File: config.mk
export PLATFORM = sky130hd
export DESIGN_NAME = video_timing_meter
export DESIGN_NICKNAME = d
export VERILOG_FILES = /design/src/rtl/video_meas_pkg.sv /design/src/rtl/sync_edge_det.sv /design/src/rtl/video_timing_meter.sv
export SDC_FILE = /design/constraint.sdc
export NUM_CORES = 1
export LEC_CHECK = 0
export ABC_AREA = 0
export CORE_MARGIN = 2
export CORE_UTILIZATION = 55
export DETAILED_ROUTE_END_ITERATION = 6
export HOLD_SLACK_MARGIN = 0.15
export PLACE_DENSITY = 0.78
export SYNTH_ARGS = -nofsm -noshare
export SYNTH_HDL_FRONTEND = slang
export SYNTH_SLANG_ARGS = --single-unit
File: constraint.sdc
create_clock -name clk -period 3.4 [get_ports clk]
set_input_delay 0.68 -clock clk [delete_from_list [all_inputs] [get_ports clk]]
set_output_delay 0.68 -clock clk [all_outputs]
set_load 0.1 [all_outputs]
File: src/rtl/video_meas_pkg.sv
// Shared types, default widths and saturating-increment helper for the video timing meter.
package video_meas_pkg;

  typedef enum logic [1:0] {
    NOSIG,
    ACQ,
    LOCKED
  } meter_state_t;

  localparam int DEF_HW           = 10;
  localparam int DEF_VW           = 10;
  localparam int DEF_LOCK_FRAMES  = 2;
  localparam int DEF_TIMEOUT_CLKS = 100000;
  localparam int FRAME_CLK_W      = 32;

  // Increment that sticks at the all-ones value of a w-bit field (w <= 32).
  function automatic logic [31:0] sat_inc(input logic [31:0] v, input int w);
    logic [31:0] lim;
    lim = (w >= 32) ? 32'hFFFF_FFFF : ((32'd1 << w) - 32'd1);
    return (v >= lim) ? lim : v + 32'd1;
  endfunction

endpackage

File: src/rtl/sync_edge_det.sv
// Sync polarity normaliser with ce-qualified leading/trailing edge pulses (combinational, same ce cycle).
module sync_edge_det #(
  parameter bit ACT_LOW = 1'b1
) (
  input  logic clk,
  input  logic reset_n,
  input  logic ce,
  input  logic sync_raw,
  output logic active,
  output logic lead,
  output logic trail
);

  logic prev;

  assign active = ACT_LOW ? ~sync_raw : sync_raw;

  // History only advances on pixel enables so ce=0 toggling is invisible.
  always_ff @(posedge clk or negedge reset_n) begin
    if (!reset_n) begin
      prev <= 1'b0;
    end else if (ce) begin
      prev <= active;
    end
  end

  assign lead  = ce & active & ~prev;
  assign trail = ce & ~active & prev;

endmodule

File: src/rtl/video_timing_meter.sv
// Measures line/frame geometry from the pixel-enable/sync/blank stream, publishing once per vsync.
// MEAS_FRAME_CLK_EN builds the clk-per-frame counter; otherwise frame_clks is tied to 0.
module video_timing_meter
  import video_meas_pkg::*;
#(
  parameter int HW           = DEF_HW,
  parameter int VW           = DEF_VW,
  parameter int SYNC_ACT_LOW = 1,
  parameter int LOCK_FRAMES  = DEF_LOCK_FRAMES,
  parameter int TIMEOUT_CLKS = DEF_TIMEOUT_CLKS
) (
  input  logic                   clk,
  input  logic                   reset_n,
  input  logic                   ce_pix,
  input  logic                   hsync,
  input  logic                   vsync,
  input  logic                   hblank,
  input  logic                   vblank,
  output logic [HW-1:0]          h_total,
  output logic [HW-1:0]          h_active,
  output logic [HW-1:0]          h_sync,
  output logic [VW-1:0]          v_total,
  output logic [VW-1:0]          v_active,
  output logic [VW-1:0]          v_sync,
  output logic [FRAME_CLK_W-1:0] frame_clks,
  output logic                   meas_stb,
  output logic                   locked,
  output logic                   no_signal
);

  localparam int TW = $clog2(TIMEOUT_CLKS + 1);
  localparam int MW = $clog2(LOCK_FRAMES + 1);

  function automatic logic [HW-1:0] h_inc(input logic [HW-1:0] v);
    return HW'(sat_inc(32'(v), HW));
  endfunction

  function automatic logic [VW-1:0] v_inc(input logic [VW-1:0] v);
    return VW'(sat_inc(32'(v), VW));
  endfunction

  logic hs_act, h_lead, h_trail;
  logic vs_act, v_lead, v_trail;

  sync_edge_det #(.ACT_LOW(SYNC_ACT_LOW != 0)) u_hs_det (
    .clk      (clk),
    .reset_n  (reset_n),
    .ce       (ce_pix),
    .sync_raw (hsync),
    .active   (hs_act),
    .lead     (h_lead),
    .trail    (h_trail)
  );

  sync_edge_det #(.ACT_LOW(SYNC_ACT_LOW != 0)) u_vs_det (
    .clk      (clk),
    .reset_n  (reset_n),
    .ce       (ce_pix),
    .sync_raw (vsync),
    .active   (vs_act),
    .lead     (v_lead),
    .trail    (v_trail)
  );

  logic [HW-1:0] hcnt, hact, hsw;
  logic [HW-1:0] shadow_htot, shadow_hact, shadow_hsw;
  logic [VW-1:0] vcnt, vact, vsw, shadow_vsw;
  logic [HW-1:0] htot_now, hact_now;
  logic [VW-1:0] vtot_now, vact_now;
  logic [TW-1:0] tcnt;
  logic [MW-1:0] match, match_nx;
  meter_state_t  state, state_nx;
  logic          publish, same, expire;

  // The leading-edge pixel is pixel 1 of the new line.
  always_ff @(posedge clk or negedge reset_n) begin
    if (!reset_n) begin
      hcnt        <= '0;
      hact        <= '0;
      hsw         <= '0;
      shadow_htot <= '0;
      shadow_hact <= '0;
      shadow_hsw  <= '0;
    end else if (ce_pix) begin
      if (h_lead) begin
        shadow_htot <= hcnt;
        hcnt        <= HW'(1);
        shadow_hact <= hact;
        hact        <= hblank ? '0 : HW'(1);
        hsw         <= HW'(1);
      end else begin
        hcnt <= h_inc(hcnt);
        if (!hblank) hact <= h_inc(hact);
        if (hs_act)  hsw  <= h_inc(hsw);
      end
      if (h_trail) shadow_hsw <= hsw;
    end
  end

  // A line edge coinciding with the vsync edge belongs to the frame that is ending.
  assign htot_now = h_lead ? hcnt : shadow_htot;
  assign hact_now = h_lead ? hact : shadow_hact;
  assign vtot_now = h_lead ? v_inc(vcnt) : vcnt;
  assign vact_now = (h_lead && !vblank) ? v_inc(vact) : vact;

  always_ff @(posedge clk or negedge reset_n) begin
    if (!reset_n) begin
      vcnt       <= '0;
      vact       <= '0;
      vsw        <= '0;
      shadow_vsw <= '0;
    end else begin
      if (v_lead) begin
        vcnt <= '0;
        vact <= '0;
        vsw  <= h_lead ? VW'(1) : '0;
      end else if (h_lead) begin
        vcnt <= v_inc(vcnt);
        if (!vblank) vact <= v_inc(vact);
        if (vs_act)  vsw  <= v_inc(vsw);
      end
      if (v_trail) shadow_vsw <= vsw;
    end
  end

  assign publish = v_lead && (state != NOSIG);

  always_ff @(posedge clk or negedge reset_n) begin
    if (!reset_n) begin
      h_total  <= '0;
      h_active <= '0;
      h_sync   <= '0;
      v_total  <= '0;
      v_active <= '0;
      v_sync   <= '0;
      meas_stb <= 1'b0;
    end else begin
      meas_stb <= publish;
      if (publish) begin
        h_total  <= htot_now;
        h_active <= hact_now;
        h_sync   <= shadow_hsw;
        v_total  <= vtot_now;
        v_active <= vact_now;
        v_sync   <= shadow_vsw;
      end
    end
  end

`ifdef MEAS_FRAME_CLK_EN
  logic [FRAME_CLK_W-1:0] fcnt;

  always_ff @(posedge clk or negedge reset_n) begin
    if (!reset_n) begin
      fcnt       <= '0;
      frame_clks <= '0;
    end else begin
      if (v_lead) fcnt <= FRAME_CLK_W'(1);
      else        fcnt <= sat_inc(fcnt, FRAME_CLK_W);
      if (publish) frame_clks <= fcnt;
    end
  end
`else
  assign frame_clks = '0;
`endif

  // Counts raw clk since the last hsync leading edge; parks at the limit while idle.
  always_ff @(posedge clk or negedge reset_n) begin
    if (!reset_n) begin
      tcnt <= '0;
    end else if (h_lead) begin
      tcnt <= '0;
    end else if (tcnt != TW'(TIMEOUT_CLKS)) begin
      tcnt <= tcnt + TW'(1);
    end
  end

  assign expire = !h_lead && (tcnt >= TW'(TIMEOUT_CLKS - 1));
  assign same   = (htot_now == h_total) && (vtot_now == v_total);

  always_ff @(posedge clk or negedge reset_n) begin
    if (!reset_n) begin
      state <= NOSIG;
      match <= '0;
    end else begin
      state <= state_nx;
      match <= match_nx;
    end
  end

  always_comb begin
    state_nx = state;
    match_nx = match;
    case (state)
      NOSIG: begin
        if (h_lead) begin
          state_nx = ACQ;
          match_nx = '0;
        end
      end
      ACQ: begin
        if (publish) begin
          if (same) begin
            match_nx = match + MW'(1);
            if (match_nx == MW'(LOCK_FRAMES)) state_nx = LOCKED;
          end else begin
            match_nx = '0;
          end
        end
      end
      LOCKED: begin
        if (publish && !same) begin
          state_nx = ACQ;
          match_nx = '0;
        end
      end
      default: begin
        state_nx = NOSIG;
        match_nx = '0;
      end
    endcase
    if (expire) begin
      state_nx = NOSIG;
      match_nx = '0;
    end
  end

  assign locked    = (state == LOCKED);
  assign no_signal = (state == NOSIG);

endmodule

==> results of run 1 <==
==> placed cells by master (no fill, tap or decap), drive strengths merged, types with 7 or more instances in the layout <==
cell type	n
a21oi	49
a31oi	12
and2	7
and3	18
buf	72
clkbuf	17
clkdlybuf4s50	19
conb	32
dfrtp	184
ha	9
inv	32
mux2	33
mux2i	11
nand2	180
nand2b	16
nand3	40
nand4	18
nor2	75
nor3	13
o21ai	62
xnor2	14
xor2	13
==> cell families after synthesis <==
group / count (synthesis) / synth area share, %
AOI/OAI and AO/OA: 174 / 12.1
xor gates and xnor gates: 27 / 2.66
adders and majority gates: 9 / 1.27
buffers and inverters: 95 / 5.62
DFF: 184 / 51.8
muxes: 44 / 5.50
other: 1 / 0.0422
and+or+nand+nor: 400 / 21.0
==> cell usage after synthesis, types with 5 or more instances <==
master / count / area (µm²)
dfrtp_1: 184 / 4600
mux2i_1: 10 / 100
buf_4: 32 / 240
mux2_2: 32 / 360
a31oi_1: 12 / 75.1
inv_1: 25 / 93.8
a21oi_1: 49 / 245
a211oi_1: 5 / 37.5
xnor2_1: 14 / 123
and3_1: 18 / 113
xor2_1: 13 / 114
clkbuf_1: 28 / 105
and2_1: 7 / 43.8
nor2_1: 75 / 282
nand2b_1: 16 / 100
nand4_1: 17 / 106
nand3_1: 39 / 195
a41oi_1: 6 / 52.6
nor3_1: 13 / 65.1
o21ai_0: 61 / 305
or2_2: 5 / 31.3
ha_1: 9 / 113
nand2_1: 180 / 676
==> power by group through the flow <==
stage	sequential [mW]	clock [mW]	combinational, mW
final	2.66	2.29	1.67
after global routing	2.69	2.42	1.79
after CTS	2.66	2.32	1.68
after detailed placement	2.69	0	1.66
after global placement	2.69	0	1.63
after floorplan	3.24	0	0.725
==> routing by layer <==
metal	part of all wire [%]	up-vias	wire [µm]	GRT usage, %
met4	1.9	0	365	7.55
met1	44	3372	8450	31.7
met2	48	215	9290	37.1
li1	-	3341	-	-
met3	5.7	39	1090	5.52
met5	0	-	0	0
==> final cells by class <==
type / count / area, µm²
Clock buffer: 17 / 425
Clock inverter: 15 / 260
Fill cell: 1281 / 5480
Inverter: 26 / 97.6
Multi-Input combinational cell: 686 / 3920
Sequential cell: 184 / 4600
Tap cell: 216 / 270
Timing Repair Buffer: 91 / 772
==> worst max-delay path by stage <==
stage | end | slack [ps] | depth (start not counted)
after detailed placement | state[0]$_DFFE_PN0P_ | -60 | 9
after global routing | state[0]$_DFFE_PN0P_ | 190 | 9
after global placement | state[0]$_DFFE_PN0P_ | -50 | 9
after CTS | state[0]$_DFFE_PN0P_ | 370 | 9
final | state[0]$_DFFE_PN0P_ | 330 | 9
after floorplan | state[0]$_DFFE_PN0P_ | 550 | 8
==> per-stage QoR <==
step / instance area, µm² / setup WS [ps] / power [mW] / TNS [ps]
2_1_floorplan: 9010 / 552 / 3.97 / 0
3_3_place_gp: 9670 / -47.0 / 4.32 / -47.0
3_5_place_dp: 9670 / -64.5 / 4.35 / -64.5
4_1_cts: 10400 / 370 / 6.65 / 0
5_1_grt: 10400 / 185 / 6.91 / 0
6_report: 10400 / 333 / 6.62 / 0
==> flip-flops by register name (all words and copies together) (netlist names) <==
signal         count
h_active          10
h_sync            10
h_total           10
hact              10
hcnt              10
hsw               10
match              2
meas_stb           1
shadow_hact       10
shadow_hsw        10
shadow_htot       10
shadow_vsw        10
state              2
tcnt              17
u_hs_det.prev      1
u_vs_det.prev      1
v_active          10
v_sync            10
v_total           10
vact              10
vcnt              10
vsw               10
==> results.yml, run 1 <==
status:
  run_status: "finished clean"
power:
  power.density_nw_per_um2: 639
  ir_worst_vdd_v: 0.000493
  p_seq_share_pct: 40.2
  pwr-share-clk_pct: 34.6
  comb_power_share_pct: 25.2
  p_switching_mw: 2.36
  p_sw_share_pct: 35.6
  p_leak_nw: 4.87
  p_int_mw: 4.26
clock_network:
  root_buffer: "clkbuf_16"
  cts.sinks: 184
  cts-buffers-inserted: 17
  clk_pin_slew_worst_paths_ps: 70
  clock_latency_ps: 430
  cts_resized: 0
  cts-htree-levels: 4
  postCtsSetupBuffers: 0
  cts.path.max_buffers: 2
  postCtsHoldBufs: 0
  cts_tree: "done"
global_route:
  track_usage_pct: 23.3
  grt_pass1_wl_um: 33200
  overflow: 0
  grt_max_degree: 81
  first_global_vias: 6729
  grt_antenna_before_repair: 0
sta:
  tightest_slew_ps: 971
  maxSlewHeadroom_pct: 35.1
  fin_skew_ps: 9.06
  fin_crit_sh_pct: 90.2
  finalHoldViolCount: 0
  rsz0062_at_grt: "no"
  setup_viol: 0
  period_minus_slack_ps: 3070
  max_freq_mhz: 326
  drv_slew: 0
  hold_ws_ps: 263
floorplanning:
  die_width_um: 131
  dieArea_um2: 17200
  coreArea_um2: 15800
  row_count: 46
  start_util_pct: 56.2
  die_h_um: 131
  ios: 102
logic_synthesis:
  ys_warn_count: 0
  synth_edf_count: 0
  yosysSeqAreaShare_pct: 51.8
  synth_ff_type: "dfrtp_1"
  yosys_register_bits: 184
  async_flop_share_pct: 100
  postSynthCellCount: 934
  syn_area_um2: 8890
  synth_area_per_cell_um2: 9.52
  synth_cell_types: 72
setup_path:
  r2r-start: "vcnt[0]$_DFF_PN0_"
  ff2ff_path_depth: 9
  crit_fanout: 6
  critPathLaunchType: "input port"
  slowest_delay_ps: 560
  cp_slowest_cell: "or3b_2"
  cp-end-kind: "flip-flop"
  worst-endpoint-arrival_ps: 3390
  reg2reg_setup_slack_ps: 540
  crit_path_start: "ce_pix"
  crit_chain: "clkdlybuf4s50_1 > or3b_2 > or4_1 > and3_1 > xnor2_1 > nor4_1 > buf_4 > nand3_2 > a211o_1"
  regToRegEndpoint: "state[0]$_DFFE_PN0P_"
  critPathRequiredTime_ps: 3720
  path_class: "in2reg"
  cp_num_buf_inv: 2
  path_delay_family: "simple AND/OR/NAND/NOR gates"
final_layout:
  area_delta_synth_final_pct: 16.5
  final_util_pct: 65.4
  stdcell_count: 1235
  nets: 1022
  antennaDiodeCount: 0
  drive_gt1_share_pct: 15.5
drt:
  wl_per_cell_um: 15.5
  wl_um: 19200
  dr.pass1.iters: 5
  drcViolationCount: 0
  ant_nets: 0
  vias: 6967
  viasPerCell: 5.64
  drtIter0Drc: 603
place:
  gp_congestion: 0.909
  port_buffers: 69
  hpwl_um: 12700
  dp_cells: 1203
job:
  maxCapViolations: 0
worst_hold_path:
  worstHoldPathType: "in2async"
Note: power is estimated with default switching activity, not from simulation.
==> inputs of run 2 (changes only) <==
--- a/config.mk
+++ b/config.mk
@@ -7,10 +7,10 @@
 export LEC_CHECK = 0
 export ABC_AREA = 0
 export CORE_MARGIN = 2
-export CORE_UTILIZATION = 55
+export CORE_UTILIZATION = 56
 export DETAILED_ROUTE_END_ITERATION = 6
 export HOLD_SLACK_MARGIN = 0.15
-export PLACE_DENSITY = 0.78
+export PLACE_DENSITY = 0.8
 export SYNTH_ARGS = -nofsm -noshare
 export SYNTH_HDL_FRONTEND = slang
 export SYNTH_SLANG_ARGS = --single-unit
==> constraint.sdc (replaced) <==
create_clock -name clk -period 3.52 [get_ports clk]
set_input_delay 0.704 -clock clk [delete_from_list [all_inputs] [get_ports clk]]
set_output_delay 0.704 -clock clk [all_outputs]
set_load 0.1 [all_outputs]
==> results.yml, run 2 (same netlist as run 1, synthesis figures left out) <==
sta:
  tightest_slew_ps: 1010
  drv_slew: 0
  max_freq_mhz: 326
  fin_crit_sh_pct: 87.3
  fin_ws_ps: 448
  rsz0062_at_grt: "no"
  tns_ps: 0
  period_minus_slack_ps: 3070
  setup_viol: 0
  finalHoldViolCount: 0
  hold_ws_ps: 249
  fin_skew_ps: 6.41
  maxSlewHeadroom_pct: 32.5
worst_hold_path:
  worstHoldPathType: "in2async"
place:
  port_buffers: 69
  pre_cts_slack_ps: 11.2
  gp_congestion: 0.930
  hpwl_um: 12800
clock_network:
  cts_tree: "done"
  cts_resized: 0
  cts.sinks: 184
  cts-htree-levels: 4
  cts.path.max_buffers: 2
  cts-buffers-inserted: 17
  clk_pin_slew_worst_paths_ps: 70
  postCtsSetupBuffers: 0
  root_buffer: "clkbuf_16"
  postCtsHoldBufs: 0
  clock_latency_ps: 430
global_route:
  overflow: 0
  grt_pass1_wl_um: 32000
  grt_antenna_before_repair: 0
  first_global_vias: 6707
  grt_max_degree: 68
  track_usage_pct: 23.7
floorplanning:
  row_count: 46
  start_util_pct: 56.6
  die_width_um: 130
  ios: 102
  die_h_um: 130
  coreArea_um2: 15700
  dieArea_um2: 16900
drt:
  ant_nets: 0
  wl_um: 19100
  wl_per_cell_um: 15.5
  vias: 7025
  drtIter0Drc: 604
  viasPerCell: 5.70
  drcViolationCount: 0
  dr.pass1.iters: 5
setup_path:
  crit_fanout: 13
  path_delay_family: "simple AND/OR/NAND/NOR gates"
  worst-endpoint-arrival_ps: 3390
  cp_num_buf_inv: 2
  critPathLaunchType: "input port"
  crit_chain: "clkdlybuf4s50_1 > or3b_1 > buf_12 > nor4_2 > nor3_1 > a311o_1 > nor4_4 > nand3_2 > a211o_1"
  path_class: "in2reg"
  critPathRequiredTime_ps: 3830
  cp_slowest_cell: "clkdlybuf4s50_1"
  slowest_delay_ps: 490
  cp-end-kind: "flip-flop"
final_layout:
  multi_input_area_um2: 3920
  final_common_cell: "dfrtp_1"
  largest-register: "tcnt"
  layout_common_cells: "dfrtp_1, nand2_1, nor2_1"
  drive_gt1_share_pct: 11.4
  area_delta_synth_final_pct: 16.3
  nFillCells: 1212
  antennaDiodeCount: 0
  register_area_um2: 4600
  largest_reg_flops: 17
  nets: 1019
power:
  p_total_mw: 6.14
  p_leak_nw: 4.74
  power.density_nw_per_um2: 594
  ir_worst_vdd_v: 0.000419
job:
  maxCapViolations: 0
status:
  run_status: "finished clean"
-- run 2: layout make-up --
type                            count  share of cell area, %
Clock buffer                       19                   4.29
Clock inverter                     13                   1.63
Inverter                           26                  0.944
Multi-Input combinational cell    686                   37.9
Sequential cell                   184                   44.5
Tap cell                          216                   2.61
Timing Repair Buffer               88                   8.03
-- run 2: per-layer routing --
layer / up-vias / routed length (µm) / share of wire [%] / track usage, %
li1: 3328 / - / - / -
met2: 208 / 9280 / 49 / 38.5
met4: 0 / 360 / 1.9 / 8.60
met5: - / 0 / 0 / 0
met3: 34 / 924 / 4.9 / 4.47
met1: 3455 / 8490 / 45 / 32.2
-- run 2: metrics by stage --
stage	std cells	instance area [µm²]	utilization, %
floorplan	965	9010	-
global placement	1200	9720	61.9
detailed placement	1200	9720	61.9
CTS	1232	10300	65.8
global route	1232	10300	65.8
finish	1232	10300	65.8
-- run 2: power by group --
part / leakage, nW / switching (mW) / internal [mW] / total (mW)
combinational: 1.96 / 1.18 / 0.427 / 1.61
clock: 0.286 / 0.823 / 1.14 / 1.97
sequential: 2.49 / 0.231 / 2.34 / 2.57
-- run 2: final timing paths --
kind	start	to	slack, ps	cells past startpoint
max	ce_pix	state[0]$_DFFE_PN0P_	450	9
min	reset_n	h_total[9]$_DFFE_PN0P_	250	1
max reg2reg	vcnt[1]$_DFF_PN0_	state[0]$_DFFE_PN0P_	750	8
min reg2reg	shadow_hsw[8]$_DFFE_PN0P_	h_sync[8]$_DFFE_PN0P_	470	2
max in group asynchronous	reset_n	h_sync[5]$_DFFE_PN0P_	2380	2
min in group clk	shadow_hsw[8]$_DFFE_PN0P_	h_sync[8]$_DFFE_PN0P_	470	2
